`config.mk`:
```
export PLATFORM = sky130hd
export DESIGN_NAME = wb_daq_sample_writer_flat
export DESIGN_NICKNAME = d
export VERILOG_FILES = /design/src/rtl/wb_daq_sample_writer_if.sv /design/src/rtl/wb_daq_sample_writer.sv /design/src/flat_wrapper.sv
export SDC_FILE = /design/constraint.sdc
export NUM_CORES = 1
export LEC_CHECK = 0
export CORE_MARGIN = 2
export CORE_UTILIZATION = 45
export CTS_CLUSTER_DIAMETER = 100
export DETAILED_ROUTE_END_ITERATION = 8
export GPL_TIMING_DRIVEN = 0
export PLACE_DENSITY = 0.65
export SLEW_MARGIN = 20
export SYNTH_ARGS = -nofsm -noshare
export SYNTH_HDL_FRONTEND = slang
export SYNTH_SLANG_ARGS = --single-unit
```
`constraint.sdc`:
```
create_clock -name wb_clk -period 6.3 [get_ports wb_clk]
set_clock_uncertainty 0.1 [all_clocks]
set_input_delay 1.26 -clock wb_clk [delete_from_list [all_inputs] [get_ports wb_clk]]
set_output_delay 1.26 -clock wb_clk [all_outputs]
set_load 0.02 [all_outputs]
```
`src/rtl/wb_daq_sample_writer_if.sv`:
```
// Wishbone classic master/slave bundle used by the DAQ sample writer.
interface wb_daq_sample_writer_if;
  logic [31:0] adr_o;
  logic [31:0] dat_o;
  logic [3:0]  sel_o;
  logic        we_o;
  logic        cyc_o;
  logic        stb_o;
  logic [2:0]  cti_o;
  logic [1:0]  bte_o;
  logic [31:0] dat_i;
  logic        ack_i;
  logic        err_i;
  logic        rty_i;

  modport master (
    output adr_o, dat_o, sel_o, we_o, cyc_o, stb_o, cti_o, bte_o,
    input  dat_i, ack_i, err_i, rty_i
  );

  modport slave (
    input  adr_o, dat_o, sel_o, we_o, cyc_o, stb_o, cti_o, bte_o,
    output dat_i, ack_i, err_i, rty_i
  );
endinterface

```
`src/rtl/wb_daq_sample_writer.sv`:
```
// Packs pairs of 16-bit ADC samples into 32-bit words and writes them to RAM over Wishbone.
// A small word buffer absorbs bus latency; rty re-issues the same beat, err aborts the run.
module wb_daq_sample_writer #(
  parameter int FIFO_DEPTH = 8,
  parameter int ADDR_STEP  = 4
) (
  input  logic        wb_clk,
  input  logic        wb_rst,
  input  logic        start,
  input  logic [31:0] base_addr,
  input  logic [15:0] word_count,
  input  logic        sample_valid,
  input  logic [15:0] sample_data,
  output logic        busy,
  output logic        done,
  output logic        overflow,
  output logic        bus_error,
  wb_daq_sample_writer_if.master wb_master
);

  localparam int          AW       = $clog2(FIFO_DEPTH);
  localparam logic [AW:0] FULL_LVL = (AW+1)'(FIFO_DEPTH);
  localparam logic [AW:0] ONE_LVL  = (AW+1)'(1);
  localparam logic [31:0] STEP     = 32'(ADDR_STEP);

  typedef enum logic [2:0] {IDLE, FETCH, WRITE, RETRY, FINISH} state_t;
  state_t state, state_nxt;

  logic [31:0] base_q;
  logic [15:0] count_q, packed_q, acked_q;
  logic        half_q;
  logic [15:0] lo_q;
  logic        push_q;
  logic [31:0] word_q;

  logic [31:0]   mem [FIFO_DEPTH];
  logic [AW-1:0] wr_ptr, rd_ptr;
  logic [AW:0]   level;

  logic start_ok, accepting, take, full, pop, push_ok, avail, flush;
  logic unused_dat;

  assign start_ok   = start && !busy;
  assign accepting  = busy && (packed_q < count_q);
  assign take       = sample_valid && accepting;
  assign full       = (level == FULL_LVL);
  assign pop        = (state == FETCH);
  // A pop in the same cycle frees the slot, so a full buffer still accepts.
  assign push_ok    = push_q && (!full || pop);
  // Counting the in-flight push lets the writer leave IDLE one cycle earlier.
  assign avail      = (level != '0) || push_q;
  assign flush      = (state == WRITE) && wb_master.err_i;
  assign unused_dat = ^wb_master.dat_i;

  assign done            = (state == FINISH);
  assign wb_master.cyc_o = (state == WRITE);
  assign wb_master.stb_o = (state == WRITE);
  assign wb_master.we_o  = (state == WRITE);
  assign wb_master.sel_o = {4{state == WRITE}};
  assign wb_master.cti_o = 3'b000;
  assign wb_master.bte_o = 2'b00;

  always_comb begin
    state_nxt = state;
    case (state)
      IDLE: begin
        if (busy) begin
          if (acked_q == count_q) state_nxt = FINISH;
          else if (avail)         state_nxt = FETCH;
        end
      end
      FETCH: state_nxt = WRITE;
      WRITE: begin
        if (wb_master.err_i) begin
          state_nxt = FINISH;
        end else if (wb_master.ack_i) begin
          if ((acked_q + 16'd1) == count_q) state_nxt = FINISH;
          else if (avail)                   state_nxt = FETCH;
          else                              state_nxt = IDLE;
        end else if (wb_master.rty_i) begin
          state_nxt = RETRY;
        end
      end
      RETRY:   state_nxt = WRITE;
      FINISH:  state_nxt = IDLE;
      default: state_nxt = IDLE;
    endcase
  end

  always_ff @(posedge wb_clk) begin
    if (push_ok) mem[wr_ptr] <= word_q;
  end

  always_ff @(posedge wb_clk) begin
    if (wb_rst) begin
      state           <= IDLE;
      base_q          <= '0;
      count_q         <= '0;
      packed_q        <= '0;
      acked_q         <= '0;
      half_q          <= 1'b0;
      lo_q            <= '0;
      push_q          <= 1'b0;
      word_q          <= '0;
      wr_ptr          <= '0;
      rd_ptr          <= '0;
      level           <= '0;
      busy            <= 1'b0;
      overflow        <= 1'b0;
      bus_error       <= 1'b0;
      wb_master.adr_o <= '0;
      wb_master.dat_o <= '0;
    end else begin
      state  <= state_nxt;
      push_q <= take && half_q;
      if (take) begin
        if (half_q) word_q <= {sample_data, lo_q};
        else        lo_q   <= sample_data;
        half_q <= !half_q;
      end

      if (flush || start_ok) begin
        wr_ptr <= '0;
        rd_ptr <= '0;
        level  <= '0;
      end else begin
        if (push_ok) wr_ptr <= wr_ptr + AW'(1);
        if (pop)     rd_ptr <= rd_ptr + AW'(1);
        if (push_ok && !pop)      level <= level + ONE_LVL;
        else if (!push_ok && pop) level <= level - ONE_LVL;
      end

      if (push_ok && !flush) packed_q <= packed_q + 16'd1;
      if (push_q && !push_ok) overflow <= 1'b1;

      if (pop) begin
        wb_master.dat_o <= mem[rd_ptr];
        wb_master.adr_o <= base_q + 32'(acked_q) * STEP;
      end

      if ((state == WRITE) && wb_master.ack_i && !wb_master.err_i)
        acked_q <= acked_q + 16'd1;
      if (flush) bus_error <= 1'b1;
      if (state_nxt == FINISH) busy <= 1'b0;

      if (start_ok) begin
        base_q    <= base_addr;
        count_q   <= word_count;
        packed_q  <= '0;
        acked_q   <= '0;
        half_q    <= 1'b0;
        push_q    <= 1'b0;
        overflow  <= 1'b0;
        bus_error <= 1'b0;
        busy      <= 1'b1;
      end
    end
  end

endmodule

```
`src/flat_wrapper.sv`:
```
// flat-port wrapper written by rule: the top's interface ports become plain ports
module wb_daq_sample_writer_flat 
#(
  parameter int FIFO_DEPTH = 8,
  parameter int ADDR_STEP  = 4
)
  (wb_clk, wb_rst, start, base_addr, word_count, sample_valid, sample_data, busy, done, overflow, bus_error, wb_master_adr_o, wb_master_dat_o, wb_master_sel_o, wb_master_we_o, wb_master_cyc_o, wb_master_stb_o, wb_master_cti_o, wb_master_bte_o, wb_master_dat_i, wb_master_ack_i, wb_master_err_i, wb_master_rty_i);
  wb_daq_sample_writer_if wb_master_i ();
  input  logic wb_clk;
  input  logic wb_rst;
  input  logic start;
  input  logic [31:0] base_addr;
  input  logic [15:0] word_count;
  input  logic sample_valid;
  input  logic [15:0] sample_data;
  output logic busy;
  output logic done;
  output logic overflow;
  output logic bus_error;
  output wire logic [$bits(wb_master_i.adr_o)-1:0] wb_master_adr_o;
  output wire logic [$bits(wb_master_i.dat_o)-1:0] wb_master_dat_o;
  output wire logic [$bits(wb_master_i.sel_o)-1:0] wb_master_sel_o;
  output wire logic [$bits(wb_master_i.we_o)-1:0] wb_master_we_o;
  output wire logic [$bits(wb_master_i.cyc_o)-1:0] wb_master_cyc_o;
  output wire logic [$bits(wb_master_i.stb_o)-1:0] wb_master_stb_o;
  output wire logic [$bits(wb_master_i.cti_o)-1:0] wb_master_cti_o;
  output wire logic [$bits(wb_master_i.bte_o)-1:0] wb_master_bte_o;
  input wire logic [$bits(wb_master_i.dat_i)-1:0] wb_master_dat_i;
  input wire logic [$bits(wb_master_i.ack_i)-1:0] wb_master_ack_i;
  input wire logic [$bits(wb_master_i.err_i)-1:0] wb_master_err_i;
  input wire logic [$bits(wb_master_i.rty_i)-1:0] wb_master_rty_i;
  assign wb_master_adr_o = wb_master_i.adr_o;
  assign wb_master_dat_o = wb_master_i.dat_o;
  assign wb_master_sel_o = wb_master_i.sel_o;
  assign wb_master_we_o = wb_master_i.we_o;
  assign wb_master_cyc_o = wb_master_i.cyc_o;
  assign wb_master_stb_o = wb_master_i.stb_o;
  assign wb_master_cti_o = wb_master_i.cti_o;
  assign wb_master_bte_o = wb_master_i.bte_o;
  assign wb_master_i.dat_i = wb_master_dat_i;
  assign wb_master_i.ack_i = wb_master_ack_i;
  assign wb_master_i.err_i = wb_master_err_i;
  assign wb_master_i.rty_i = wb_master_rty_i;
  wb_daq_sample_writer #(.FIFO_DEPTH(FIFO_DEPTH), .ADDR_STEP(ADDR_STEP)) u_core (.wb_clk(wb_clk), .wb_rst(wb_rst), .start(start), .base_addr(base_addr), .word_count(word_count), .sample_valid(sample_valid), .sample_data(sample_data), .busy(busy), .done(done), .overflow(overflow), .bus_error(bus_error), .wb_master(wb_master_i));
endmodule
```
Yosys cells after proc, flatten, opt, wreduce, memory -nomap -nowiden --
Memories as Yosys holds them, arrays and structs flattened. A register that Yosys moved wholly into a read port is not among the register bits. Index checks and enable logic that the tools add are counted.
Cells by class: $add $sub $neg 7, order comparisons 1, equality and inequality tests 8, muxes and demuxes 15, bitwise operators 1, reductions and logical operators 31
Operators with widths (number):
- adder 16 x 1 -> 16 bit, second input constant | 2
- adder 32 x 18 -> 32 bit | 1
- equality test 16 bit | 2
- two-way mux 3 bit | 7
- < comparator 16 bit | 1
- logical AND 1 bit | 12
- one-hot mux 3 bit (3 select lines) | 1
- two-way mux 4 bit | 2
- logical NOT 1 bit | 7
- adder 3 x 1 -> 3 bit, second input constant | 2
- equality test 3 x 2 -> 1 bit, second input constant | 2
- equality test 3 bit, second input constant | 2
- OR reduction 2 bit | 3
- two-way mux 1 bit | 5
- adder 4 x 1 -> 4 bit, second input constant | 1
- equality test 4 bit, second input constant | 1
- AND reduction 2 bit | 2
- nonzero test 2 bit | 2
- nonzero test 4 bit | 1
- subtractor 4 x 1 -> 4 bit, second input constant | 1
- equality test 3 x 1 -> 1 bit, second input constant | 1
- logical NOT 3 bit | 1
- logical OR 1 bit | 3
- inverter 1 bit | 1
Word-level totals: flip-flop bits (word level) 178, memory bits (writable) 256, bits of input ports 103, word-level logic and storage cells 80, memories kept 1
Memories:
- u_core.mem | depth 8, bits a word 32, rd ports 1, clocked after Yosys merged registers in 1, wr ports 1, RTL line wb_daq_sample_writer.sv:36 | logic [31:0] mem [FIFO_DEPTH];

Logic depth before layout (Yosys ltp) --
depth in word-level cells 10, depth in mapped cells 14, gate-level depth less buffers 13

Worst setup path after synthesis --
No wires, ideal clock.
path type flip-flop to flip-flop, start point register u_core.state[0], end point memory u_core.mem[0][0] (enable), data arrival time 4095 ps, slack 1603 ps, cell stages (with the launch flop) 7, buffers on the path 1, cell sequence dfxtp_1 nor3b_1 buf_2 inv_1 nand2_1 nand2_1 nor4_1
On the way: longest elaborated chain between the ends 5
RTL lines:
- start, declared | RTL line wb_daq_sample_writer.sv:27 | state_t state, state_nxt;
- start signal, assigned | RTL line wb_daq_sample_writer.sv:114 | state <= state_nxt;
- equality test 3 x 1 -> 1 bit | RTL line wb_daq_sample_writer.sv:47 | assign pop = (state == FETCH);
- logical OR 1 bit | RTL line wb_daq_sample_writer.sv:49 | assign push_ok = push_q && (!full || pop);
- logical AND 1 bit | RTL line wb_daq_sample_writer.sv:49
- two-way mux 1 bit | RTL line wb_daq_sample_writer.sv:91 | if (push_ok) mem[wr_ptr] <= word_q;
- two-way mux 1 bit (not written as such) | RTL line wb_daq_sample_writer.sv:91
- end, declared | RTL line wb_daq_sample_writer.sv:36
No other way between the ends.

Worst setup path in the final report --
start point register u_core.state[2], end point register u_core.level[3]
On the way: longest elaborated chain between the ends 6, elaborated cells between the ends (all ways) 13, classes of those cells eq/ne: 2; mux: 1; reduce/logical: 10
RTL lines:
- equality test 3 x 1 -> 1 bit | RTL line wb_daq_sample_writer.sv:47
- logical OR 1 bit | RTL line wb_daq_sample_writer.sv:49
- logical AND 1 bit | RTL line wb_daq_sample_writer.sv:49
- logical NOT 1 bit | RTL line wb_daq_sample_writer.sv:130 | else if (!push_ok && pop) level <= level - ONE_LVL;
- logical AND 1 bit | RTL line wb_daq_sample_writer.sv:130
- nonzero test 2 bit (no source line)
- end signal, assigned | RTL line wb_daq_sample_writer.sv:129 | if (push_ok && !pop) level <= level + ONE_LVL;
- end signal, assigned | RTL line wb_daq_sample_writer.sv:130
- end, declared | RTL line wb_daq_sample_writer.sv:38 | logic [AW:0] level;
Several ways; a longest one is shown, not always the timed one. A chain may end at the register's enable or synchronous reset.

==> run metrics <==
status completed; Via density 5.47; slowest CP cell buf_1; gr usage total 22.9%; ratio of cells with drive above 1 in the final layout 11.2%; TritonCTS clock tree built; I/O pin count 183; first-pass GRT wire length 77300 um; LEAKAGE 8.24 nW; Die Span Y 212 um; clock latency on the worst-skew pair 0.61 ns; top cells by count, synth edfxtp_1, nand2_1, dfxtp_1, nor2_1, mux2i_1; slew margin rel. 30.1%; number of synthesized flops with an enable pin 256; area post-placement 21900 um^2; Largest stage delay, worst path 0.61 ns; Hold WC Path Type flop to flop; Clock transition at path regs 0.06 ns; largest fanout on the critical path 10; crit end category flop; H-tree levels 2; port bufs 145; Root Driver clkbuf_16; Yosys reg bits 466; CTS buffer count 49; nets 1929; count of max-cap constraint violations 0; fill count 3585; cell taking the most area after synthesis edfxtp_1; RSZ-0062 raised after global routing false; initial antenna violation count 0; synth unique cells 60; iteration count of the initial detailed-routing pass 5; slew at the pin with the worst max-slew slack 1.05 ns; Post-CTS Hold Fix Bufs 0; hpwl dp 36300 um; worst-path cell chain nor3b_1, buf_2, inv_1, clkbuf_1, buf_1, ha_1, inv_1, ha_1, a21o_1, a21oi_1, xnor2_1, or3_1, a21oi_1; final hold violations 0; GRT overflow 0; sequential area share after synthesis 61.2%; Critical Path RT 6.73 ns; area share of the largest cell type after synthesis 39.5%; Post-CTS Setup Inserts 0; Cell Rows 76; Tmin final 3.91 ns; PD cells 276 nW/um^2; Vias 13189; vias in the first global route 13246; final setup fails 0; die width 212 um; Setup CP Type flop to flop; CTS max path bufs 3; final max-slew violation count 0; Clock Sinks 466; period utilisation layout 62.1%; Final Util 55.2%; Startpoint Class flop; Warnings, synthesis 0; antenna cells 0; CTS resizes 0; most common cell in the netlist edfxtp_1; drt initial violations 972; Avg Inst Size Synth 12.5 um^2; die area 44900 um^2; max frequency 256 MHz; Post-Route WL 50700 um; synthesized instance count 1560; Synth area leaders edfxtp_1, dfxtp_1, mux4_2, mux2i_1, nand2_1; RePlAce Congestion 0.906; area delta synth->final 21.8%; Max VDD drop 0.000254 V; # DRC 0; Core Box Area 42900 um^2; Final ANT Viol Nets 0; Cell Area, Synth 19400 um^2; Critical Path AT 4.35 ns; asr flop ratio synth 0%; wire per inst 21.0 um; Synth Flop Type edfxtp_1; final std cell area, no fill 23700 um^2; initial cell density of the core 45.3%; pin count of the biggest net entering global routing 20
power by group:
group          leakage (nW)  internal, mW  switching, mW
Combinational          3.18         0.100          0.138
Clock                 0.851          1.83           1.22
Sequential             4.20          3.20         0.0281
Total                  8.24          5.14           1.39
worst paths after layout:
check,startpoint,to,slack (ns),cells past startpoint
max reg2reg,u_core.state[2],u_core.level[3],2.39,13
min,u_core.base_q[1],u_core.wb_master.adr_o[1],0.35,2
min reg2reg,u_core.base_q[1],u_core.wb_master.adr_o[1],0.35,2
max,u_core.state[2],u_core.level[3],2.39,13
cells by family (layout without fill, tap and decap cells):
logic type	after synthesis	count (layout)	share of synthesized area, %
AO/OA/AOI/OAI	231	231	7.39
XOR/XNOR	62	62	2.87
adder cells (fa/ha/maj)	40	40	2.65
buffers and inverters	136	398	2.99
flip-flops	466	466	61.2
multiplexers	147	147	11.7
other	1	5	0.0193
AND/OR/NAND/NOR	477	477	11.2
per-layer routing:
metal / vias up / wire, um / share of wire, % / track usage, %
li1: 6188 / - / - / -
met1: 6490 / 22500 / 44 / 31.1
met2: 432 / 23800 / 47 / 37.6
met3: 79 / 3020 / 6.0 / 3.78
met4: 0 / 1370 / 2.7 / 7.58
met5: - / 0 / 0 / 0
cells in the final DEF, fill, tap and decap left out, types with 11 or more instances in the layout:
cell and count:
clkbuf_16 49, nand2_1 220, a31oi_1 15, a21o_1 13, clkbuf_1 72, xnor2_1 23
dfxtp_1 210, edfxtp_1 256, mux4_2 64, clkdlybuf4s50_1 145, o21ai_0 41, xor2_1 37
or3_1 20, nand3_1 33, nor2_1 99, inv_1 36, ha_1 38, clkbuf_8 11
a211oi_1 42, buf_4 29, nand4_1 20, mux2i_1 83, a21oi_1 82, buf_1 15
registers in the layout (all words and copies together), names as in the netlist:
name and cells:
u_core.acked_q 16, u_core.busy 1, u_core.overflow 1, u_core.half_q 1, u_core.level 4, u_core.mem 256, u_core.base_q 32, u_core.push_q 1
u_core.lo_q 16, u_core.wb_master.adr_o 32, u_core.rd_ptr 3, u_core.word_q 32, u_core.count_q 16, u_core.state 3, u_core.bus_error 1, u_core.wr_ptr 3
u_core.wb_master.dat_o 32, u_core.packed_q 16
stage by stage:
| step | hold WS [ns] | total power [mW] | setup slack (ns) | std cells | setup TNS (ns) |
|---|---|---|---|---|---|
| floorplan | 0.332 | 3.41 | 1.60 | 1564 | 0 |
| global placement | 0.340 | 3.53 | -1.97 | 2294 | -112.31 |
| detailed placement | 0.347 | 3.53 | 2.16 | 2319 | 0 |
| CTS | 0.355 | 6.57 | 2.36 | 2410 | 0 |
| global route | 0.367 | 6.71 | 2.19 | 2411 | 0 |
| finish | 0.353 | 6.53 | 2.39 | 2411 | 0 |
cell type report:
type	instances	area [um^2]	share of cell area [%]
clock inverter	18	309	1.30
inverter	37	139	0.586
clock buffer	73	1430	6.04
buffer	99	444	1.88
tap	585	732	3.09
multi-input combinational	962	7030	29.7
timing repair buffer	171	1710	7.21
sequential	466	11900	50.2
critical path: cells and delay by family, from the launching register on:
kind / cells / cell delay [ns]
fa+ha+maj: 2 / 0.58
xor+xnor: 1 / 0.09
simple gates: 2 / 0.40
flops: 1 / 0.48
buf+inv: 5 / 1.70
compound gates: 3 / 0.49
(Power assumes the default switching activity.)
